===== src/rtl/uart_rx_fifo_if.sv =====
// ---------------------------------------------------------------------------
// uart_rx_fifo_if
// Byte stream handshake between the UART receiver FIFO and its consumer.
//
// Signals:
//   rx_data   8  byte at the FIFO head (producer -> consumer)
//   rx_valid  1  FIFO holds at least one byte (producer -> consumer)
//   rx_ready  1  consumer takes rx_data when rx_valid && rx_ready
//
// Modports:
//   master  the receiver side (drives rx_data/rx_valid)
//   slave   the consumer side (drives rx_ready)
// ---------------------------------------------------------------------------
interface uart_rx_fifo_if;
    logic [7:0] rx_data;
    logic       rx_valid;
    logic       rx_ready;

    modport master (output rx_data, output rx_valid, input rx_ready);
    modport slave  (input rx_data, input rx_valid, output rx_ready);
endinterface


===== src/rtl/uart_rx_fifo.sv =====
// ---------------------------------------------------------------------------
// uart_rx_fifo
// 8N1 UART receiver with a small byte FIFO and sticky line-error flags.
// The serial line is synchronised, oversampled 16x and deserialised LSB
// first; good frames are pushed into a circular buffer drained through a
// valid/ready interface.
//
// Ports:
//   clk          system clock
//   rst          synchronous reset, active-high
//   rxd          asynchronous serial input, idle high
//   bus          uart_rx_fifo_if.master: rx_data / rx_valid / rx_ready
//   fifo_count   number of bytes currently held
//   frame_err    sticky, stop bit sampled low
//   overrun_err  sticky, byte dropped because the FIFO was full
//   err_clear    one-cycle pulse clearing both sticky flags
//
// Optional build macro: UART_RX_MAJORITY_EN
//   When defined, every bit is the majority of the samples at ticks 7, 8
//   and 9 and the decision is made at tick 9. Otherwise a single sample is
//   taken at tick 8.
// ---------------------------------------------------------------------------
module uart_rx_fifo #(
    parameter int TICK_DIV   = 54,
    parameter int OVERSAMPLE = 16,
    parameter int FIFO_DEPTH = 16
) (
    input  logic                            clk,
    input  logic                            rst,
    input  logic                            rxd,
    uart_rx_fifo_if.master                  bus,
    output logic [$clog2(FIFO_DEPTH+1)-1:0] fifo_count,
    output logic                            frame_err,
    output logic                            overrun_err,
    input  logic                            err_clear
);

    localparam int AW = $clog2(FIFO_DEPTH);
    localparam int CW = $clog2(FIFO_DEPTH + 1);

    typedef enum logic [2:0] {
        ST_IDLE,
        ST_START,
        ST_DATA,
        ST_STOP,
        ST_BREAK
    } state_t;

    state_t      state, next_state;
    logic        sync1, rxs;
    logic [15:0] presc;
    logic [3:0]  tick_cnt;
    logic [2:0]  bit_idx;
    logic [7:0]  shift;
    logic        tick, wrap, mid, bit_val;
    logic        push, frame_set, shift_en, idx_inc;

    logic [7:0]    mem [FIFO_DEPTH];
    logic [AW-1:0] wr_ptr, rd_ptr;
    logic          full, pop, push_ok, overrun_set;

    // Two-flop synchroniser; both stages reset to the idle (high) level so
    // reset never looks like a start edge.
    always_ff @(posedge clk) begin
        if (rst) begin
            sync1 <= 1'b1;
            rxs   <= 1'b1;
        end else begin
            sync1 <= rxd;
            rxs   <= sync1;
        end
    end

    assign tick = (presc == 16'(TICK_DIV - 1));
    assign wrap = tick && (tick_cnt == 4'(OVERSAMPLE - 1));

`ifdef UART_RX_MAJORITY_EN
    logic samp7, samp8;

    // Keep the tick-7 and tick-8 samples; the vote closes at tick 9 with
    // the live sample.
    always_ff @(posedge clk) begin
        if (rst) begin
            samp7 <= 1'b1;
            samp8 <= 1'b1;
        end else if (presc == 16'd0) begin
            if (tick_cnt == 4'd7) samp7 <= rxs;
            if (tick_cnt == 4'd8) samp8 <= rxs;
        end
    end

    assign mid     = (presc == 16'd0) && (tick_cnt == 4'd9);
    assign bit_val = (samp7 & samp8) | (samp7 & rxs) | (samp8 & rxs);
`else
    assign mid     = (presc == 16'd0) && (tick_cnt == 4'd8);
    assign bit_val = rxs;
`endif

    // State register.
    always_ff @(posedge clk) begin
        if (rst) state <= ST_IDLE;
        else     state <= next_state;
    end

    // Next-state and frame control. Bit boundaries fall on the 15->0 tick
    // wrap so each bit's sample point sits mid-bit relative to the start edge.
    always_comb begin
        next_state = state;
        push       = 1'b0;
        frame_set  = 1'b0;
        shift_en   = 1'b0;
        idx_inc    = 1'b0;
        case (state)
            ST_IDLE: begin
                if (!rxs) next_state = ST_START;
            end
            ST_START: begin
                if (mid && bit_val) next_state = ST_IDLE;
                else if (wrap)      next_state = ST_DATA;
            end
            ST_DATA: begin
                if (mid) shift_en = 1'b1;
                if (wrap) begin
                    if (bit_idx == 3'd7) next_state = ST_STOP;
                    else                 idx_inc    = 1'b1;
                end
            end
            ST_STOP: begin
                if (mid) begin
                    if (bit_val) begin
                        push       = 1'b1;
                        next_state = ST_IDLE;
                    end else begin
                        frame_set  = 1'b1;
                        next_state = ST_BREAK;
                    end
                end
            end
            ST_BREAK: begin
                if (rxs) next_state = ST_IDLE;
            end
            default: next_state = ST_IDLE;
        endcase
    end

    // Prescaler, tick counter, bit index and shift register. The counters
    // are held at zero whenever the receiver is or is about to be idle, so
    // the next start edge always begins counting from a clean zero.
    always_ff @(posedge clk) begin
        if (rst) begin
            presc    <= 16'd0;
            tick_cnt <= 4'd0;
            bit_idx  <= 3'd0;
            shift    <= 8'd0;
        end else begin
            if (state == ST_IDLE || next_state == ST_IDLE) begin
                presc    <= 16'd0;
                tick_cnt <= 4'd0;
            end else if (tick) begin
                presc    <= 16'd0;
                tick_cnt <= tick_cnt + 4'd1;
            end else begin
                presc    <= presc + 16'd1;
            end

            if (state != ST_DATA) bit_idx <= 3'd0;
            else if (idx_inc)     bit_idx <= bit_idx + 3'd1;

            if (shift_en) shift <= {bit_val, shift[7:1]};
        end
    end

    assign full        = (fifo_count == CW'(FIFO_DEPTH));
    assign pop         = bus.rx_valid && bus.rx_ready;
    assign push_ok     = push && (!full || pop);
    assign overrun_set = push && full && !pop;

    // FIFO storage; contents need no reset because rx_valid gates the head.
    always_ff @(posedge clk) begin
        if (push_ok) mem[wr_ptr] <= shift;
    end

    // FIFO pointers and occupancy. Pointers are AW bits wide so they wrap
    // modulo the power-of-two depth on their own.
    always_ff @(posedge clk) begin
        if (rst) begin
            wr_ptr     <= '0;
            rd_ptr     <= '0;
            fifo_count <= '0;
        end else begin
            if (push_ok) wr_ptr <= wr_ptr + AW'(1);
            if (pop)     rd_ptr <= rd_ptr + AW'(1);
            case ({push_ok, pop})
                2'b10:   fifo_count <= fifo_count + CW'(1);
                2'b01:   fifo_count <= fifo_count - CW'(1);
                default: fifo_count <= fifo_count;
            endcase
        end
    end

    assign bus.rx_valid = (fifo_count != '0);
    assign bus.rx_data  = bus.rx_valid ? mem[rd_ptr] : 8'h00;

    // Sticky error flags; a new error event takes priority over err_clear.
    always_ff @(posedge clk) begin
        if (rst) begin
            frame_err   <= 1'b0;
            overrun_err <= 1'b0;
        end else begin
            if (frame_set)      frame_err <= 1'b1;
            else if (err_clear) frame_err <= 1'b0;

            if (overrun_set)    overrun_err <= 1'b1;
            else if (err_clear) overrun_err <= 1'b0;
        end
    end

endmodule


===== src/flat_wrapper.sv =====
// flat-port wrapper written by rule: the top's interface ports become plain ports
module uart_rx_fifo_flat 
#(
    parameter int TICK_DIV   = 54,
    parameter int OVERSAMPLE = 16,
    parameter int FIFO_DEPTH = 16
)
  (clk, rst, rxd, fifo_count, frame_err, overrun_err, err_clear, bus_rx_data, bus_rx_valid, bus_rx_ready);
  uart_rx_fifo_if bus_i ();
  input  logic clk;
  input  logic rst;
  input  logic rxd;
  output logic [$clog2(FIFO_DEPTH+1)-1:0] fifo_count;
  output logic frame_err;
  output logic overrun_err;
  input  logic err_clear;
  output wire logic [$bits(bus_i.rx_data)-1:0] bus_rx_data;
  output wire logic [$bits(bus_i.rx_valid)-1:0] bus_rx_valid;
  input wire logic [$bits(bus_i.rx_ready)-1:0] bus_rx_ready;
  assign bus_rx_data = bus_i.rx_data;
  assign bus_rx_valid = bus_i.rx_valid;
  assign bus_i.rx_ready = bus_rx_ready;
  uart_rx_fifo #(.TICK_DIV(TICK_DIV), .OVERSAMPLE(OVERSAMPLE), .FIFO_DEPTH(FIFO_DEPTH)) u_core (.clk(clk), .rst(rst), .rxd(rxd), .bus(bus_i), .fifo_count(fifo_count), .frame_err(frame_err), .overrun_err(overrun_err), .err_clear(err_clear));
endmodule

===== config.mk =====
export PLATFORM = sky130hd
export DESIGN_NAME = uart_rx_fifo_flat
export DESIGN_NICKNAME = d
export VERILOG_FILES = /design/src/rtl/uart_rx_fifo_if.sv /design/src/rtl/uart_rx_fifo.sv /design/src/flat_wrapper.sv
export SDC_FILE = /design/constraint.sdc
export NUM_CORES = 1
export LEC_CHECK = 0
export BUFFER_PORTS_ARGS = -buffer_cell sky130_fd_sc_hd__buf_2
export CAP_MARGIN = 20
export CORE_ASPECT_RATIO = 0.9
export CORE_UTILIZATION = 30
export DETAILED_ROUTE_END_ITERATION = 7
export RECOVER_POWER = 50
export SLEW_MARGIN = 40
export SYNTH_ARGS = -nofsm -noshare
export SYNTH_HDL_FRONTEND = slang
export SYNTH_SLANG_ARGS = --single-unit

===== constraint.sdc =====
create_clock -name clk -period 4.9 [get_ports clk]
set_input_delay 0.245 -clock clk [delete_from_list [all_inputs] [get_ports clk]]
set_output_delay 0.245 -clock clk [all_outputs]
set_load 0.03 [all_outputs]

## Word-level counts from Yosys, hierarchy flattened

Memories as Yosys holds them, arrays and structs flattened. A register that Yosys moved wholly into a read port is not among the register bits.
Index checks and enable logic that the tools add are counted.

| storage, ports and cells | value |
|---|---|
| register bits | 51 |
| bits in latches | 0 |
| memory bits (writable) | 128 |
| ROM bits | 0 |
| input port bits | 5 |
| output and inout port bits | 16 |
| word-level logic and storage cells | 82 |
| memories kept | 1 |

| operators by class | value |
|---|---|
| add/subtract/negate cells | 7 |
| $mul | 0 |
| divide/modulo/power cells | 0 |
| order comparisons | 0 |
| equality and inequality tests | 12 |
| shift operators | 0 |
| mux-type cells | 29 |
| bitwise logic cells | 0 |
| reductions and logical operators | 21 |

Memory list:

| memory | words | width | read ports | clocked after Yosys merged registers in | write ports | line | source |
|---|---|---|---|---|---|---|---|
| u_core.mem | 16 | 8 | 1 | 1 | 1 | uart_rx_fifo.sv:58 | `logic [7:0] mem [FIFO_DEPTH];` |

Operators by type and width:

| kind | count |
|---|---|
| 3-bit 2-to-1 mux | 8 |
| 16-bit by 1-bit adder with 16-bit output (second input constant) | 1 |
| 16-bit by 6-bit == test with 1-bit output (second input constant) | 1 |
| 16-bit zero test | 1 |
| 1-bit 2-to-1 mux | 16 |
| 3-bit case mux with 5 select lines | 1 |
| 4-bit by 1-bit adder with 4-bit output (second input constant) | 3 |
| 5-bit case mux with 2 select lines | 1 |
| 4-bit == test (second input constant) | 2 |
| 4-bit 2-to-1 mux | 2 |
| 8-bit 2-to-1 mux | 1 |
| 1-bit logical AND | 7 |
| 3-bit by 2-bit == test with 1-bit output (second input constant) | 2 |
| 3-bit == test (second input constant) | 2 |
| 3-bit zero test | 2 |
| 2-bit nonzero test | 3 |
| 5-bit by 1-bit adder with 5-bit output (second input constant) | 1 |
| 5-bit == test (second input constant) | 1 |
| 5-bit nonzero test | 1 |
| 5-bit by 1-bit subtractor with 5-bit output (second input constant) | 1 |
| 2-bit OR reduction | 2 |
| 3-bit by 1-bit adder with 3-bit output (second input constant) | 1 |
| 3-bit by 1-bit == test with 1-bit output (second input constant) | 1 |
| 3-bit by 2-bit != test with 1-bit output (second input constant) | 1 |
| other kinds (5) | 7 |

## Longest topological paths before layout

| depth | value |
|---|---|
| word-level depth | 8 |
| gate-level depth with buffers | 15 |
| depth with buffers taken out | 13 |

## Worst setup path before layout

No wires, ideal clock.

| path | value |
|---|---|
| kind | register to register |
| start | reg u_core.fifo_count[0] |
| end | reg u_core.fifo_count[4] |
| setup time | 70 ps |
| arrival | 3,387 ps |
| required time | 4,830 ps |
| setup slack | 1,443 ps |
| stages on the path, launching flop included | 14 |
| buffers on the path | 2 |
| clock period less this slack | 3,457 ps |
| cells stage by stage | dfxtp_1 > nor4_1 > a31oi_1 > nand4_1 > clkbuf_1 > clkbuf_1 > ha_1 > inv_1 > fa_1 > nor2b_1 > o21ai_0 > and3_1 > or4_1 > a21oi_1 |

| between the ends | value |
|---|---|
| word-level cells in the longest chain between the ends | 6 |
| elaborated cells between the ends (all ways) | 12 |

RTL lines:

| element | line | source |
|---|---|---|
| start, declared | uart_rx_fifo.sv:32 | `output logic [$clog2(FIFO_DEPTH+1)-1:0] fifo_count,` |
| start signal, assigned | uart_rx_fifo.sv:194 | `2'b10: fifo_count <= fifo_count + CW'(1);` |
| start signal, assigned | uart_rx_fifo.sv:195 | `2'b01: fifo_count <= fifo_count - CW'(1);` |
| start signal, assigned | uart_rx_fifo.sv:196 | `default: fifo_count <= fifo_count;` |
| 5-bit == test or 5-bit nonzero test (tied branches) | uart_rx_fifo.sv:173, uart_rx_fifo.sv:201 |  |
| 1-bit zero test or 1-bit logical AND (tied branches) | uart_rx_fifo.sv:175, uart_rx_fifo.sv:174 |  |
| 1-bit logical OR | uart_rx_fifo.sv:175 | `assign push_ok = push && (!full \|\| pop);` |
| 1-bit logical AND | uart_rx_fifo.sv:175 |  |
| 2-bit by 1-bit == test with 1-bit output or 2-bit == test (tied branches) | uart_rx_fifo.sv:193 | `case ({push_ok, pop})` |
| 5-bit case mux with 2 select lines or 2-bit nonzero test (tied branches) | n/a |  |

Several ways; a longest one is shown, not always the timed one.
A chain may end at the register's enable or synchronous reset.

## Worst setup path in the final report

| path | value |
|---|---|
| start | reg u_core.fifo_count[1] |
| end | reg u_core.fifo_count[4] |

Same word-level chain as after synthesis.

==> impl_metrics.ini <==
[global_routing]
gr-total-overflow = 0
grt-busiest-layer = met2
grt_usage_pct = 12.4
antenna_found_initial = 0
gr-usage-met3_pct = 3.48
grt_max_degree = 33
met1_usage_pct = 16.5
grt_use_met2_pct = 19.6
grt_pass1_vias = 4338
grt_pass1_wl_um = 23800

[sta]
fin_ws_ns = 0.961
setup_tns_ns = 0
min_period_ns = 3.94
hold_viol_final = 0
tightest_slew_ns = 1.24
post-route-period-util_pct = 80.4
worst_hold_slack_ns = 0.0222
rsz0062_at_grt = no
fmax_mhz = 254
relSlewSlack_pct = 17.0
slew_viol_final = 0
setup_violations = 0
finClkSkew_ns = 0.0207

[power_and_ir_drop]
leakagePower_nw = 2.85
vdd_drop_max_v = 0.000219
intPower_mw = 2.32
switchingPower_mw = 0.674
power_frac_seq_pct = 54.5
p_sw_share_pct = 22.5
power.density_nw_per_um2 = 345
clkPwrFrac_pct = 45.1
p_comb_share_pct = 0.4

[yosys]
synthCells = 507
synth-seq-cells = 183
synth_area_um2 = 7550
ys_types = 42
async_flop_share_pct = 0
yosysSeqAreaShare_pct = 65.5
avgSynthCellArea_um2 = 14.9
yosys_warnings = 0
synth_ff_type = edfxtp_1
synth-edff-count = 128
synth_nets = 529

[route]
via_per_inst = 4.82
wl_per_cell_um = 17.3
routed-via-count = 4260
drc_errors = 0
ant_nets = 0
drt_pass1_iterations = 5
drt_iter0_markers = 270
routed_wl_um = 15300

[clock_network]
root_buffer = clkbuf_16
cts_tree = done
h-tree-depth = 4
cts.sinks = 183
hold_buffers = 0
cts_max_path_buffers = 2
clock_latency_ns = 0.44
clk_pin_slew_ns = 0.08
cts_setup_buffers = 0
cts_resized = 0
cts_made_buffers = 17

[placement]
hpwl_um = 9780
routabilityCongestion = 0.782
portBuffers = 20
dpl_cell_area_um2 = 8100
place_ws_ns = 1.41

[cells_and_area]
layout-drive-gt1-share_pct = 19.5
syn_to_final_growth_pct = 15.1
fillers = 2354
n_antenna_cell = 0
mostFrequentLayoutCell = edfxtp_1
fin_nets = 557
ff_latch_area_um2 = 4950
final_cell_mix = 128 x edfxtp_1, 55 x nor2_1, 54 x dfxtp_1
stdcell_area_um2 = 8690
multiInputGateArea_um2 = 2420

[die]
die-width_um = 169
start_util_pct = 30.9
dieArea_um2 = 25800
core_area_um2 = 24500
num_io_pins = 21
rows = 54
dieHeight_um = 152

[critical_path]
end_kind = register
rrSetupSlack_ns = 0.96
crit_path_start_kind = register
worstSetupPathType = register to register
critPathRequiredTime_ns = 5.24
cp.arrival_ns = 4.28
crit_fanout = 20

[hold_path]
min_path_type = input pin to register

[job]
cap_violations = 0

[run_status]
status = complete, no violations
==> worst paths after layout <==
check                            start                    to  cells after the start
hold reg to reg           u_core.sync1        u_core.bit_val                      1
setup / recovery  u_core.fifo_count[1]  u_core.fifo_count[4]                     12
setup reg to reg  u_core.fifo_count[1]  u_core.fifo_count[4]                     12
hold / removal                     rxd          u_core.sync1                      2
==> synth_stat cells (4+ instances only) <==
master | n | area, um^2
nor2_1 | 57 | 214
nand2_1 | 18 | 67.6
nand3_1 | 8 | 40.0
mux2i_1 | 14 | 140
or2_2 | 4 | 25.0
inv_1 | 23 | 86.3
nand4_1 | 8 | 50.1
mux4_2 | 40 | 901
nor4_1 | 16 | 100
and2_1 | 8 | 50.1
o21ai_0 | 4 | 20.0
dfxtp_1 | 55 | 1100
ha_1 | 16 | 200
clkbuf_1 | 20 | 75.1
a21oi_1 | 13 | 65.1
xnor2_1 | 14 | 123
edfxtp_1 | 128 | 3840
or3_1 | 5 | 31.3
or4_1 | 4 | 30.0
nor3_1 | 12 | 60.1
xor2_1 | 10 | 87.6
==> power by group through the flow <==
stage	Sequential, mW	Clock (mW)	Combinational, mW
final	1.63	1.35	0.0131
after global routing	1.63	1.43	0.0152
after CTS	1.63	1.37	0.0135
after detailed placement	1.67	0	0.0136
after global placement	1.67	0	0.0132
after floorplan	1.67	0	0.0113
==> layout make-up <==
| class | count | share of cell area [%] |
|---|---|---|
| clock buffer | 17 | 4.90 |
| clock inverter | 15 | 2.12 |
| inverter | 23 | 0.994 |
| multi-input combinational | 274 | 27.9 |
| sequential | 183 | 57.0 |
| tap | 336 | 4.84 |
| timing repair buffer | 36 | 2.33 |
==> sequential cells by signal, indices dropped and copies added (netlist names), named ones only <==
name and flops:
u_core.state 3, u_core.wr_ptr 4, u_core.sync1 1, u_core.bit_val 1
u_core.rd_ptr 4, u_core.presc 16, u_core.fifo_count 5, u_core.tick_cnt 4
u_core.shift 8, u_core.frame_err 1, u_core.mem 128, u_core.overrun_err 1
u_core.bit_idx 3
==> logic make-up (layout without fill, tap and decap cells) <==
family,Yosys count,after routing,synth area share [%]
AOI/OAI and AO/OA,28,28,2.29
xor gates and xnor gates,24,24,2.79
adders and majority gates,17,17,2.92
buffers and inverters,50,91,2.64
DFF,183,183,65.5
muxes,54,54,13.8
and+or+nand+nor,151,151,10.0
==> metrics by stage <==
step,power [mW],cells,util [%]
2_1_floorplan,1.68,507,-
3_3_place_gp,1.68,852,33.1
3_5_place_dp,1.68,852,33.1
4_1_cts,3.02,884,35.6
5_1_grt,3.08,884,35.5
6_report,3.00,884,35.5
==> layer usage <==
layer  vias to the layer above  routed length [um]
li1                       1961                   -
met1                      2161                6840
met2                       129                7260
met3                         9                1120
met4                         0                 114
met5                         -                   0
==> critical path: stages, from the launching register on <==
cell	delay, ns
dfxtp_1	0.36
nor4_1	0.64
a31oi_1	0.16
nand4_1	0.12
clkbuf_1	0.65
ha_1	0.36
inv_1	0.10
fa_1	0.40
nor2b_1	0.18
o21ai_0	0.12
and3_1	0.20
or4_1	0.39
a21oi_1	0.15
No activity file was read; power rests on OpenSTA's default activity.
